### src/rtl/regfile_sb.sv
// Register file with one write port, two read ports and a per-register busy
// scoreboard used to reserve a destination until its pending write lands.
module regfile_sb #(
  parameter int WIDTH    = 16,
  parameter int ADDR_W   = 3,
  parameter int READ_REG = 0,
  parameter int BYPASS   = 1,
  parameter int ZERO_R0  = 0
) (
  input  logic                 clk,
  input  logic                 rst_n,
  input  logic [WIDTH-1:0]     data_in,
  input  logic [ADDR_W-1:0]    writenum,
  input  logic                 write,
  input  logic [ADDR_W-1:0]    readnum_a,
  input  logic [ADDR_W-1:0]    readnum_b,
  output logic [WIDTH-1:0]     data_out_a,
  output logic [WIDTH-1:0]     data_out_b,
  output logic                 busy_a,
  output logic                 busy_b,
  input  logic                 reserve,
  input  logic [ADDR_W-1:0]    reservenum,
  output logic                 reserve_ack,
  output logic [2**ADDR_W-1:0] busy_vec
);

  localparam int NREGS = 2**ADDR_W;

  logic [WIDTH-1:0] regs_q [NREGS];
  logic [WIDTH-1:0] regs_d [NREGS];
  logic [NREGS-1:0] busy_q;
  logic [NREGS-1:0] busy_d;
  logic             write_eff;
  logic [WIDTH-1:0] data_a_d;
  logic [WIDTH-1:0] data_b_d;
  logic             busy_a_d;
  logic             busy_b_d;

  // Ack looks only at registered busy state; the reservation is applied after
  // the write clear so a same-index write+reserve leaves the register busy.
  always_comb begin
    write_eff   = write && !(ZERO_R0 != 0 && writenum == '0);
    reserve_ack = rst_n && reserve && !busy_q[reservenum];
    regs_d      = regs_q;
    busy_d      = busy_q;
    if (write_eff) begin
      regs_d[writenum] = data_in;
      busy_d[writenum] = 1'b0;
    end
    if (reserve_ack && !(ZERO_R0 != 0 && reservenum == '0)) begin
      busy_d[reservenum] = 1'b1;
    end
  end

  always_ff @(posedge clk or negedge rst_n) begin
    if (!rst_n) begin
      regs_q <= '{default: '0};
      busy_q <= '0;
    end else begin
      regs_q <= regs_d;
      busy_q <= busy_d;
    end
  end

  always_comb begin
    data_a_d = regs_q[readnum_a];
    busy_a_d = busy_q[readnum_a];
    data_b_d = regs_q[readnum_b];
    busy_b_d = busy_q[readnum_b];
    if (BYPASS != 0 && write_eff && writenum == readnum_a) begin
      data_a_d = data_in;
      busy_a_d = 1'b0;
    end
    if (BYPASS != 0 && write_eff && writenum == readnum_b) begin
      data_b_d = data_in;
      busy_b_d = 1'b0;
    end
    // R0 is forced at the read mux so it reads as a constant in every mode.
    if (ZERO_R0 != 0 && readnum_a == '0) begin
      data_a_d = '0;
      busy_a_d = 1'b0;
    end
    if (ZERO_R0 != 0 && readnum_b == '0) begin
      data_b_d = '0;
      busy_b_d = 1'b0;
    end
  end

  if (READ_REG != 0) begin : g_rd_reg
    logic [WIDTH-1:0] data_a_q;
    logic [WIDTH-1:0] data_b_q;
    logic             busy_a_q;
    logic             busy_b_q;

    always_ff @(posedge clk or negedge rst_n) begin
      if (!rst_n) begin
        data_a_q <= '0;
        data_b_q <= '0;
        busy_a_q <= 1'b0;
        busy_b_q <= 1'b0;
      end else begin
        data_a_q <= data_a_d;
        data_b_q <= data_b_d;
        busy_a_q <= busy_a_d;
        busy_b_q <= busy_b_d;
      end
    end

    assign data_out_a = data_a_q;
    assign data_out_b = data_b_q;
    assign busy_a     = busy_a_q;
    assign busy_b     = busy_b_q;
  end else begin : g_rd_comb
    assign data_out_a = data_a_d;
    assign data_out_b = data_b_d;
    assign busy_a     = busy_a_d;
    assign busy_b     = busy_b_d;
  end

  assign busy_vec = busy_q;

endmodule
### config.mk
export PLATFORM = sky130hd
export DESIGN_NAME = regfile_sb
export DESIGN_NICKNAME = d
export VERILOG_FILES = /design/src/rtl/regfile_sb.sv
export SDC_FILE = /design/constraint.sdc
export NUM_CORES = 1
export LEC_CHECK = 0
export BUFFER_PORTS_ARGS = -buffer_cell sky130_fd_sc_hd__buf_4
export CELL_PAD_IN_SITES_DETAIL_PLACEMENT = 0
export CELL_PAD_IN_SITES_GLOBAL_PLACEMENT = 1
export CORE_ASPECT_RATIO = 1.5
export CORE_UTILIZATION = 55
export CTS_CLUSTER_DIAMETER = 200
export CTS_CLUSTER_SIZE = 40
export DETAILED_ROUTE_END_ITERATION = 8
export GPL_ROUTABILITY_DRIVEN = 0
export PLACE_DENSITY = 0.94
export SYNTH_ARGS = -nofsm -noshare
export SYNTH_HDL_FRONTEND = slang
export SYNTH_SLANG_ARGS = --single-unit
### constraint.sdc
create_clock -name clk -period 7.4 [get_ports clk]
set_input_delay 1.85 -clock clk [delete_from_list [all_inputs] [get_ports clk]]
set_output_delay 1.85 -clock clk [all_outputs]
set_load 0.005 [all_outputs]
== After elaboration in Yosys (flattened, before gate mapping) ==
Index checks and enable logic that the tools add are counted.

* Flip-flop bits (word level): 136
* Bits of input ports: 32
* Output and inout bits: 43
* Logic and storage cells: 60

* Order comparisons: 10
* Eq/ne operators: 2
* Mux-type cells: 25
* Bitwise operators: 6
* Reduce and logical (&&, ||, !) cells: 8

{| class="wikitable"
|+ Operators with widths
! kind !! number
|-
| $bwmux W128 || 1
|-
| $mux W16 || 7
|-
| $bmux W16 S3 || 2
|-
| $demux W16 S3 || 1
|-
| $lt A3 B4 Y1 const B || 4
|-
| $mux W8 || 2
|-
| $ge A4 B4 Y1 const B || 3
|-
| $not A3 Y4 || 3
|-
| $bmux W1 S3 || 3
|-
| $and A8 B8 Y8 || 1
|-
| $not A8 Y8 || 1
|-
| $or A8 B8 Y8 || 1
|-
| $logic_and A1 B1 Y1 || 7
|-
| $mux W1 || 7
|-
| $demux W1 S3 || 2
|-
| $eq A3 B3 Y1 || 2
|-
| $ge A3 B1 Y1 const B || 2
|-
| $lt A4 B1 Y1 const B || 1
|-
| $logic_not A1 Y1 || 1
|}

== Depth between registers and ports, before layout ==
Gate-level depths: netlist of run 1.

* Depth in word-level cells: 9
* Gate-level depth with buffers: 6
* Gate-level depth less buffers: 3

== Worst setup path before layout of run 1 ==
No wires, ideal clock.

* Kind: input-to-output
* From: input port readnum_a[1]
* To: output port data_out_a[13]
* Data arrival time: 3.241 ns
* Path slack: 2.309 ns
* Cell stages on the path: 5
* Path buffers: 2
* Cell sequence: clkbuf_1 -> clkbuf_1 -> mux4_1 -> mux2_2 -> mux2_2

* Word-level cells in the longest chain between the ends: 5
* Elaborated cells on any way between the ends: 7
* Classes of those cells: eq/ne: 1; mux: 4; bitwise: 1; reduce/logical: 1

{| class="wikitable"
|+ Ends and longest elaborated chain
! what !! RTL line !! RTL
|-
| start: declaration || 15 || <nowiki>input logic [ADDR_W-1:0] readnum_a,</nowiki>
|-
| $not A3 Y4 (not written as such) || 66 || <nowiki>data_a_d = regs_q[readnum_a];</nowiki>
|-
| $bmux W16 S3 || 66 ||
|-
| $mux W16 (not written as such) (2 in series) || 66 ||
|-
| $mux W16 * || 70 || <nowiki>if (BYPASS != 0 && write_eff && writenum == readnum_a) begin</nowiki>
|-
| end: declaration || 17 || <nowiki>output logic [WIDTH-1:0] data_out_a,</nowiki>
|}

Mark *: on every way between the ends. The rest lies on a longest branch, timed or not. The select of a mux whose other input is x is not followed.

== Worst setup path after layout of run 1 ==
* From: input port readnum_b[0]
* To: output port data_out_b[3]

* Word-level cells in the longest chain between the ends: 5
* Elaborated cells on any way between the ends: 7
* Classes of those cells: eq/ne: 1; mux: 4; bitwise: 1; reduce/logical: 1

{| class="wikitable"
|+ Ends and longest elaborated chain
! what !! RTL line !! RTL
|-
| start: declaration || 16 || <nowiki>input logic [ADDR_W-1:0] readnum_b,</nowiki>
|-
| $not A3 Y4 (not written as such) || 68 || <nowiki>data_b_d = regs_q[readnum_b];</nowiki>
|-
| $bmux W16 S3 || 68 ||
|-
| $mux W16 (not written as such) (2 in series) || 68 ||
|-
| $mux W16 * || 74 || <nowiki>if (BYPASS != 0 && write_eff && writenum == readnum_b) begin</nowiki>
|-
| end: declaration || 18 || <nowiki>output logic [WIDTH-1:0] data_out_b,</nowiki>
|}

Marked as above.

==> results.txt, run 1 <==
----------------------------------------------------
[Route]
  Total vias in the final route ... 4931
  Post-route antenna net violation count ... 0
  Routed via count divided by cell count ... 6.47
  WL final ... 18.8 mm
  First-pass DRT Iterations ... 4
  Number of DRC violations after detailed routing ... 0
  1st-iter DRT viols ... 210
  Drt wl/cell ... 24.6 µm

[GRT]
  Wire length of the first global-routing pass ... 29.3 mm
  Largest net degree at the start of global routing ... 70
  GRT Util Overall ... 26.5%
  Met3 global-route usage ... 4.36%
  Peak-usage layer in the global routing report ... met2
  Congestion Overflow GR ... 0
  GR Util met1 ... 32.4%
  Met2 routing resource usage after global routing ... 46.6%
  Number of antenna violations at the first check in global routing ... 0
  Via count of the first global-routing pass ... 5291

[STA]
  Post-route worst hold slack ... 0.518 ns
  Slew Limit Headroom ... 41.4%
  Ratio of final minimum period to clock period ... 79.9%
  Worst-case clock skew ... 0 ns
  Time the final worst path needs with I/O delays and setup ... 5.92 ns
  Final count of negative-setup-slack endpoints ... 0
  Final count of pins violating max slew ... 0
  Maximum clock frequency ... 0.169 GHz
  Final-report hold violation count ... 0
  Setup TNS Final ... 0 ns
  Transition time of the tightest slew-check pin ... 0.879 ns
  RSZ-0062 raised after global routing ... no

[Clock tree]
  Root buffer selected by CTS ... sky130_fd_sc_hd__clkbuf_16
  Number of buffers added by the clock tree synthesis step ... 17
  Count of cells resized by post-cts repair ... 0
  TritonCTS clock tree ... yes
  # H-tree levels ... 4
  Hold buffers post-CTS ... 0
  Total setup buffers inserted after CTS ... 0
  Number of sinks handled by clock tree synthesis ... 136
  Clock latency on the worst-skew pair ... 0.41 ns
  Clock transition time at the flip-flop clock pins of the worst setup and hold paths ... 0.05 ns
  Deepest clock path buffer count ... 2

[Final layout]
  Number of nets at the end of the flow ... 586
  Footprint of the multi-input gates ... 4420 µm²
  Total area of sequential cells ... 3400 µm²
  Diodes inserted ... 0
  Fillers ... 1039
  Layout cells sized above 1 ... 55.7%
  Area growth syn-to-layout ... 14.9%

[Run]
  Number of max-cap violations ... 0

[Status]
  Run status ... completed

[Synth]
  Register area share after synthesis ... 42.0%
  Yosys warns ... 0
  Post-synth ARST share ... 100%
  Multiplexer fraction of the synthesized cell area ... 49.6%
  Most instantiated library cell after synthesis ... sky130_fd_sc_hd__mux2_2
  Post-synthesis average cell area ... 16.1 µm²
  Fraction of the mapped netlist area in simple logic gates ... 2.53%
  Commonest register cell after synthesis ... sky130_fd_sc_hd__dfrtp_1
  Post-Syn Nets ... 537
  Compound-Gate Fraction of Synth Area ... 1.23%
  Unique masters post-synth ... 29
  Number of storage elements in the synthesis netlist ... 136
  Post-synthesis share of cell area spent on full adders, half adders and majority gates ... 0%
  Area share of xor/xnor cells in the synthesized design ... 0.648%
  Syn Inst Count ... 505
  Top post-synthesis cells by count ... sky130_fd_sc_hd__mux2_2 (185), sky130_fd_sc_hd__dfrtp_1 (136), sky130_fd_sc_hd__mux4_1 (68)
  Dominant combinational cell family by area after synthesis ... multiplexers
  Area share of the largest cell type after synthesis ... 42.0%
  Synthesized area ... 8110 µm²
  Synth area leaders ... sky130_fd_sc_hd__dfrtp_1 (42%), sky130_fd_sc_hd__mux2_2 (26%), sky130_fd_sc_hd__mux4_1 (22%)
  Cell accounting for the most synthesized area ... sky130_fd_sc_hd__dfrtp_1
  EDFF count, synth ... 0

[Floorplanning]
  Die Area ... 15200 µm²
  Effective utilization at floorplan ... 56.1%
  Total core area ... 14500 µm²
  Top-level port count ... 75
  Number of rows in the core area ... 54
  Floorplan die width ... 101 µm
  Die H ... 151 µm

[Worst setup path]
  Data arrival time of the worst path ... 4.07 ns
  CP startpoint kind ... input pin
  Crit path capture type ... output pin
  Highest net fanout along the worst path ... 35
  Critical path class ... in2out
  CP required ... 5.55 ns
  R2R Setup Slk ... 6.43 ns

[Place]
  Detailed placement HPWL ... 11.7 mm
  PortBufs ... 74

[Worst hold path]
  Tightest Hold Check Type ... reg2reg

[Power and ir drop]
  Ratio of total power to cell area ... 275 nW/µm²
  Static leakage ... 4.11 nW
  Highest ir drop seen on vdd ... 0.159 mV

----------------------------------------------------
layer usage:
metal | wire length (µm) | part of all wire (%) | vias to the layer above
met4 | 490 | 2.6 | 0
met2 | 9990 | 53 | 171
li1 | - | - | 2131
met5 | 0 | 0 | -
met3 | 750 | 4.0 | 43
met1 | 7540 | 40 | 2586
state kept, by name (all words and copies together) (netlist names):
name and cells:
regs_q 128, busy_vec 8
kinds of logic (layout without fill, tap and decap cells):
kind of cell              Yosys count  count (layout)
AOI/OAI and AO/OA                  13              13
DFF                               136             136
and+or+nand+nor                    29              29
buffers and inverters              58             119
muxes                             263             263
xor gates and xnor gates            6               6
area by class of cell:
| class | count | share of cell area, % |
|---|---|---|
| Multi-Input combinational cell | 311 | 47.4 |
| Sequential cell | 136 | 36.5 |
| Timing Repair Buffer | 86 | 6.93 |
| Clock buffer | 22 | 5.09 |
| Tap cell | 196 | 2.63 |
| Clock inverter | 9 | 1.32 |
| Inverter | 2 | 0.0805 |
per-stage QoR:
stage	area, µm²	setup slack, ns	instances	power [mW]	utilization, %
after floorplan	8110	2.31	505	1.47	-
final	9320	1.48	762	2.56	64.5
after global placement	8720	1.61	731	1.67	60.3
after detailed placement	8720	1.55	731	1.72	60.3
after CTS	9320	1.50	762	2.57	64.5
after global routing	9320	1.36	762	2.68	64.5
worst max-delay path, stage by stage:
cell and delay (ns):
sky130_fd_sc_hd__buf_4 0.49, sky130_fd_sc_hd__xnor2_1 0.18, sky130_fd_sc_hd__nand4_1 0.58, sky130_fd_sc_hd__buf_4 0.46
sky130_fd_sc_hd__mux2_2 0.33, sky130_fd_sc_hd__buf_4 0.14
where the power goes:
| part | internal, mW | switching [mW] | total [mW] |
|---|---|---|---|
| Combinational | 0.449 | 0.227 | 0.676 |
| Sequential | 0.910 | 0.122 | 1.03 |
| Clock | 0.552 | 0.300 | 0.852 |
final timing paths:
path | startpoint | cells past startpoint | to
min reg2reg | regs_q[45]$_DFFE_PN0P_ | 1 | regs_q[45]$_DFFE_PN0P_
max reg2reg | busy_vec[2]$_DFF_PN0_ | 2 | busy_vec[2]$_DFF_PN0_
max in group asynchronous | rst_n | 3 | regs_q[74]$_DFFE_PN0P_
min | regs_q[45]$_DFFE_PN0P_ | 1 | regs_q[45]$_DFFE_PN0P_
max | readnum_b[0] | 6 | data_out_b[3]
min in group asynchronous | rst_n | 1 | busy_vec[5]$_DFF_PN0_
cells in the final DEF, fill, tap and decap left out, types with 2 or more instances in the layout:
| master | n |
|---|---|
| sky130_fd_sc_hd__nand4_1 | 3 |
| sky130_fd_sc_hd__dfrtp_1 | 136 |
| sky130_fd_sc_hd__bufinv_16 | 3 |
| sky130_fd_sc_hd__mux4_1 | 68 |
| sky130_fd_sc_hd__mux2_4 | 10 |
| sky130_fd_sc_hd__o311ai_0 | 2 |
| sky130_fd_sc_hd__inv_1 | 2 |
| sky130_fd_sc_hd__o41ai_1 | 2 |
| sky130_fd_sc_hd__clkinv_2 | 5 |
| sky130_fd_sc_hd__nand2b_1 | 5 |
| sky130_fd_sc_hd__o31ai_1 | 5 |
| sky130_fd_sc_hd__clkbuf_8 | 3 |
| sky130_fd_sc_hd__and2_1 | 2 |
| sky130_fd_sc_hd__clkbuf_1 | 2 |
| sky130_fd_sc_hd__nand2_1 | 5 |
| sky130_fd_sc_hd__nand4b_1 | 3 |
| sky130_fd_sc_hd__nor4bb_4 | 3 |
| sky130_fd_sc_hd__buf_4 | 86 |
| sky130_fd_sc_hd__nand3_1 | 3 |
| sky130_fd_sc_hd__mux2_2 | 185 |
| sky130_fd_sc_hd__clkbuf_16 | 17 |
| sky130_fd_sc_hd__xnor2_1 | 6 |
No activity file was read; power rests on OpenSTA's default activity.
==> run 2, diff against run 1 <==
--- a/config.mk
+++ b/config.mk
@@ -9,12 +9,12 @@
 export CELL_PAD_IN_SITES_DETAIL_PLACEMENT = 0
 export CELL_PAD_IN_SITES_GLOBAL_PLACEMENT = 1
 export CORE_ASPECT_RATIO = 1.5
-export CORE_UTILIZATION = 55
+export CORE_UTILIZATION = 46
 export CTS_CLUSTER_DIAMETER = 200
 export CTS_CLUSTER_SIZE = 40
 export DETAILED_ROUTE_END_ITERATION = 8
 export GPL_ROUTABILITY_DRIVEN = 0
-export PLACE_DENSITY = 0.94
+export PLACE_DENSITY = 0.85
 export SYNTH_ARGS = -nofsm -noshare
 export SYNTH_HDL_FRONTEND = slang
 export SYNTH_SLANG_ARGS = --single-unit
==> constraint.sdc (replaced) <==
create_clock -name clk -period 4.8 [get_ports clk]
set_input_delay 1.2 -clock clk [delete_from_list [all_inputs] [get_ports clk]]
set_output_delay 1.2 -clock clk [all_outputs]
set_load 0.005 [all_outputs]
==> results.txt, run 2 (same netlist as run 1, synthesis figures left out) <==
----------------------------------------------------
[Worst setup path]
  List of cells traversed by the critical path ... buf_4 > mux4_1 > mux2_2 > mux2_2 > buf_4
  Highest net fanout along the worst path ... 34
  Critical path's slowest cell ... sky130_fd_sc_hd__mux4_1
  Data arrival time of the worst path ... 3.03 ns
  Critical path class ... in2out
  WP buf/inv ... 2
  Peak per-stage delay on the critical path ... 0.64 ns
  Crit path capture type ... output pin
  CP startpoint kind ... input pin
  Cell type group with the largest total delay on the critical path ... multiplexers
  R2R Setup Slk ... 3.84 ns
  CP required ... 3.60 ns

[Clock tree]
  Count of cells resized by post-cts repair ... 0
  TritonCTS clock tree ... yes
  Total setup buffers inserted after CTS ... 0
  Clock transition time at the flip-flop clock pins of the worst setup and hold paths ... 0.06 ns
  Clock latency on the worst-skew pair ... 0.42 ns
  Number of sinks handled by clock tree synthesis ... 136
  Hold buffers post-CTS ... 0
  Deepest clock path buffer count ... 2
  # H-tree levels ... 4
  Number of buffers added by the clock tree synthesis step ... 17
  Root buffer selected by CTS ... sky130_fd_sc_hd__clkbuf_16

[STA]
  Worst-case clock skew ... 0 ns
  Time the final worst path needs with I/O delays and setup ... 4.23 ns
  RSZ-0062 raised after global routing ... no
  Slew Limit Headroom ... 34.3%
  Final-report hold violation count ... 0
  Final count of pins violating max slew ... 0
  Maximum clock frequency ... 0.236 GHz
  Ratio of final minimum period to clock period ... 88.2%
  Transition time of the tightest slew-check pin ... 0.985 ns
  Setup TNS Final ... 0 ns
  Final count of negative-setup-slack endpoints ... 0

[Route]
  Routed via count divided by cell count ... 6.32
  Met2 wire length ... 10.2 mm
  Wire length on met3 ... 808 µm
  Met1 layer wirelength in the final routing ... 8.04 mm
  Number of DRC violations after detailed routing ... 0
  1st-iter DRT viols ... 307
  First-pass DRT Iterations ... 4
  Drt wl/cell ... 24.9 µm
  Highest metal layer used by the detailed router ... met4
  WL final ... 19.5 mm
  Total vias in the final route ... 4961
  Post-route antenna net violation count ... 0

[GRT]
  Number of antenna violations at the first check in global routing ... 0
  Via count of the first global-routing pass ... 5377
  Wire length of the first global-routing pass ... 30.4 mm
  GRT Util Overall ... 22.3%
  Largest net degree at the start of global routing ... 78
  Congestion Overflow GR ... 0

[Final layout]
  Register bank with the most flops ... regs_q
  Area growth syn-to-layout ... 16.9%
  Utilization of the core after routing ... 54.9%
  Number of flip-flops in the largest register ... 128
  Layout cells sized above 1 ... 56.5%
  Number of nets at the end of the flow ... 592
  Diodes inserted ... 0
  Most common cell after layout, fill and taps aside ... sky130_fd_sc_hd__mux2_2
  Commonest non-fill, non-tap cells in the layout ... sky130_fd_sc_hd__mux2_2 (185), sky130_fd_sc_hd__dfrtp_1 (136), sky130_fd_sc_hd__buf_4 (90)

[Floorplanning]
  Die Area ... 18200 µm²
  Total core area ... 17300 µm²
  Number of rows in the core area ... 59
  Die H ... 165 µm
  Floorplan die width ... 110 µm
  Top-level port count ... 75
  Effective utilization at floorplan ... 47.0%

[Power and ir drop]
  Ratio of total power to cell area ... 430 nW/µm²
  Static leakage ... 4.18 nW
  Highest ir drop seen on vdd ... 0.239 mV

[Worst hold path]
  Tightest Hold Check Type ... reg2reg

[Place]
  PortBufs ... 74
  Detailed placement HPWL ... 12.1 mm

[Status]
  Run status ... completed

[Run]
  Number of max-cap violations ... 0

----------------------------------------------------
## run 2: cell types whose count changed in the layout (fill, tap and decap cells not counted)
cell / change
sky130_fd_sc_hd__buf_4: +4
sky130_fd_sc_hd__clkinv_4: +4
sky130_fd_sc_hd__clkinv_2: -3
sky130_fd_sc_hd__buf_12: +2
sky130_fd_sc_hd__bufinv_16: +2
sky130_fd_sc_hd__clkbuf_1: -2
sky130_fd_sc_hd__clkinvlp_4: -1
## run 2: power breakdown
part | switching (mW) | leakage [nW] | total (mW) | internal (mW)
Sequential | 0.188 | 1.64 | 1.59 | 1.40
Clock | 0.490 | 0.326 | 1.45 | 0.961
Combinational | 0.343 | 2.21 | 1.04 | 0.696
Total | 1.02 | 4.18 | 4.08 | 3.06
## run 2: cell type report
| class | count | area [µm²] |
|---|---|---|
| Sequential cell | 136 | 3400 |
| Clock buffer | 20 | 467 |
| Inverter | 2 | 7.51 |
| Tap cell | 213 | 267 |
| Timing Repair Buffer | 92 | 716 |
| Multi-Input combinational cell | 311 | 4420 |
| Fill cell | 1384 | 7800 |
| Clock inverter | 11 | 195 |
## run 2: per-stage QoR
step,hold WS (ns),instances,cell area (µm²),setup WS (ns),power (mW)
after floorplan,0.485,505,8110,1.01,2.26
after global placement,0.493,754,8820,0.561,2.58
after detailed placement,0.507,754,8820,0.555,2.65
after CTS,0.521,785,9480,0.557,4.11
after global routing,0.534,785,9480,0.504,4.26
final,0.518,785,9480,0.566,4.08
## run 2: metal layers
metal / GRT usage [%] / vias up
li1: - / 2137
met1: 26.8 / 2642
met2: 39.4 / 148
met3: 4.18 / 34
met4: 8.97 / 0
met5: 0 / -
## run 2: path summary, 6_finish.rpt
check | startpoint | to | cells after the start
min reg2reg | regs_q[98]$_DFFE_PN0P_ | regs_q[98]$_DFFE_PN0P_ | 1
min in group asynchronous | rst_n | busy_vec[6]$_DFF_PN0_ | 1
max | readnum_b[0] | data_out_b[0] | 5
max reg2reg | busy_vec[2]$_DFF_PN0_ | busy_vec[2]$_DFF_PN0_ | 2
max in group asynchronous | rst_n | regs_q[77]$_DFFE_PN0P_ | 3
min | regs_q[98]$_DFFE_PN0P_ | regs_q[98]$_DFFE_PN0P_ | 1
==> run 3, diff against run 2 <==
--- a/config.mk
+++ b/config.mk
@@ -13,7 +13,6 @@
 export CTS_CLUSTER_DIAMETER = 200
 export CTS_CLUSTER_SIZE = 40
 export DETAILED_ROUTE_END_ITERATION = 8
-export GPL_ROUTABILITY_DRIVEN = 0
 export PLACE_DENSITY = 0.85
 export SYNTH_ARGS = -nofsm -noshare
 export SYNTH_HDL_FRONTEND = slang
==> constraint.sdc (replaced) <==
create_clock -name clk -period 3.6 [get_ports clk]
set_input_delay 0.9 -clock clk [delete_from_list [all_inputs] [get_ports clk]]
set_output_delay 0.9 -clock clk [all_outputs]
set_load 0.005 [all_outputs]
==> results.txt, run 3 (same netlist as run 1, synthesis figures left out) <==
----------------------------------------------------
[Route]
  Drt wl/cell ... 24.7 µm
  Post-route antenna net violation count ... 0
  First-pass DRT Iterations ... 5
  WL final ... 19.6 mm
  Total vias in the final route ... 4861
  1st-iter DRT viols ... 211
  Routed via count divided by cell count ... 6.13
  Number of DRC violations after detailed routing ... 0

[Floorplanning]
  Top-level port count ... 75
  Number of rows in the core area ... 59
  Die H ... 165 µm
  Effective utilization at floorplan ... 47.0%
  Floorplan die width ... 110 µm
  Total core area ... 17300 µm²
  Die Area ... 18200 µm²

[Run]
  Number of max-cap violations ... 0

[Worst setup path]
  Highest net fanout along the worst path ... 18
  Cell depth of the worst flop-to-flop path ... 1
  CP required ... 2.70 ns
  Cell type group with the largest total delay on the critical path ... multiplexers
  Critical path's slowest cell ... sky130_fd_sc_hd__mux4_1
  WP buf/inv ... 3
  Critical path class ... in2out
  Peak per-stage delay on the critical path ... 0.59 ns
  Critical R2R Capture ... busy_vec[4]$_DFF_PN0_
  R2R Setup Slk ... 2.62 ns
  CP startpoint kind ... input pin
  Data arrival time of the worst path ... 2.52 ns
  Worst flop-to-flop path startpoint ... busy_vec[4]$_DFF_PN0_
  List of cells traversed by the critical path ... buf_4 > buf_12 > mux4_1 > mux2_2 > mux2_2 > buf_4
  Crit path capture type ... output pin

[Clock tree]
  Number of buffers added by the clock tree synthesis step ... 17
  Hold buffers post-CTS ... 0
  Deepest clock path buffer count ... 2
  # H-tree levels ... 4
  Number of sinks handled by clock tree synthesis ... 136
  TritonCTS clock tree ... yes
  Clock transition time at the flip-flop clock pins of the worst setup and hold paths ... 0.06 ns
  Clock latency on the worst-skew pair ... 0.41 ns
  Count of cells resized by post-cts repair ... 0
  Total setup buffers inserted after CTS ... 0
  Root buffer selected by CTS ... sky130_fd_sc_hd__clkbuf_16

[Status]
  Run status ... completed

[GRT]
  Via count of the first global-routing pass ... 5324
  Wire length of the first global-routing pass ... 30.5 mm
  Largest net degree at the start of global routing ... 136
  Peak-usage layer in the global routing report ... met2
  Met3 global-route usage ... 4.62%
  GRT Util Overall ... 22.3%
  Congestion Overflow GR ... 0
  Met2 routing resource usage after global routing ... 40.3%
  GR Util met1 ... 26.2%
  Number of antenna violations at the first check in global routing ... 0

[STA]
  Transition time of the tightest slew-check pin ... 0.804 ns
  Setup TNS Final ... 0 ns
  Worst-case clock skew ... 0 ns
  RSZ-0062 raised after global routing ... no
  Ratio of final minimum period to clock period ... 95.1%
  Final count of negative-setup-slack endpoints ... 0
  Maximum clock frequency ... 0.292 GHz
  Final count of pins violating max slew ... 0
  Time the final worst path needs with I/O delays and setup ... 3.42 ns
  Final-report hold violation count ... 0
  Slew Limit Headroom ... 46.4%

[Final layout]
  Number of flip-flops in the largest register ... 128
  Diodes inserted ... 0
  Most common cell after layout, fill and taps aside ... sky130_fd_sc_hd__mux2_2
  Register bank with the most flops ... regs_q
  Commonest non-fill, non-tap cells in the layout ... sky130_fd_sc_hd__mux2_2 (185), sky130_fd_sc_hd__dfrtp_1 (136), sky130_fd_sc_hd__buf_4 (93)
  Number of nets at the end of the flow ... 599
  Fillers ... 1346
  Area growth syn-to-layout ... 17.8%
  Layout cells sized above 1 ... 57.1%
  Utilization of the core after routing ... 55.3%
  Fin cells ... 793

[Power and ir drop]
  Static leakage ... 4.21 nW
  Highest ir drop seen on vdd ... 0.279 mV
  Ratio of total power to cell area ... 563 nW/µm²

[Worst hold path]
  Tightest Hold Check Type ... in2async

[Place]
  Detailed placement HPWL ... 12.4 mm
  PortBufs ... 74
  Final weighted congestion of routability-driven global placement ... 0.794
  Number of instances in the placed design ... 761

----------------------------------------------------
==> run 3: changes by cell type in the layout (fill, tap and decap cells not counted), sizes merged <==
cell	delta
bufinv	-1
inv	+2
clkbuf	-2
clkinvlp	+2
buf	+7
==> run 3: worst max path at each step <==
stage          cells past startpoint  slack, ns              to         start
2_1_floorplan                      5       0.41  data_out_a[13]  readnum_a[1]
3_3_place_gp                       6       0.21   data_out_b[6]  readnum_b[0]
3_5_place_dp                       6       0.19   data_out_b[6]  readnum_b[0]
4_1_cts                            6       0.17   data_out_a[7]  readnum_a[0]
5_1_grt                            6       0.13  data_out_b[15]  readnum_b[0]
6_report                           6       0.18   data_out_a[7]  readnum_a[0]
==> run 3: report_power, final <==
group	total (mW)	switching [mW]	internal (mW)
registers	2.12	0.250	1.87
logic	1.40	0.460	0.938
clock network	1.87	0.684	1.18
total	5.38	1.39	3.99
==> run 3: layer usage <==
metal | part of all wire (%) | vias up | wire (µm)
li1 | - | 2147 | -
met1 | 40 | 2571 | 7820
met2 | 54 | 118 | 10600
met3 | 3.7 | 25 | 728
met4 | 1.9 | 0 | 374
met5 | 0 | - | 0
==> run 3: metrics by stage <==
stage | instance area [µm²] | setup slack [ns] | hold WS [ns] | power [mW]
2_1_floorplan | 8110 | 0.409 | 0.485 | 3.01
3_3_place_gp | 8920 | 0.207 | 0.494 | 3.46
3_5_place_dp | 8920 | 0.194 | 0.508 | 3.55
4_1_cts | 9560 | 0.173 | 0.307 | 5.42
5_1_grt | 9560 | 0.128 | 0.300 | 5.62
6_report | 9560 | 0.176 | 0.310 | 5.38
==> run 3: area by class of cell <==
cell class / instances / area (µm²) / share of cell area, %
Multi-Input combinational cell: 311 / 4420 / 46.3
Timing Repair Buffer: 99 / 818 / 8.56
Inverter: 2 / 7.51 / 0.0786
Clock inverter: 14 / 198 / 2.07
Sequential cell: 136 / 3400 / 35.6
Tap cell: 213 / 267 / 2.79
Clock buffer: 18 / 439 / 4.60
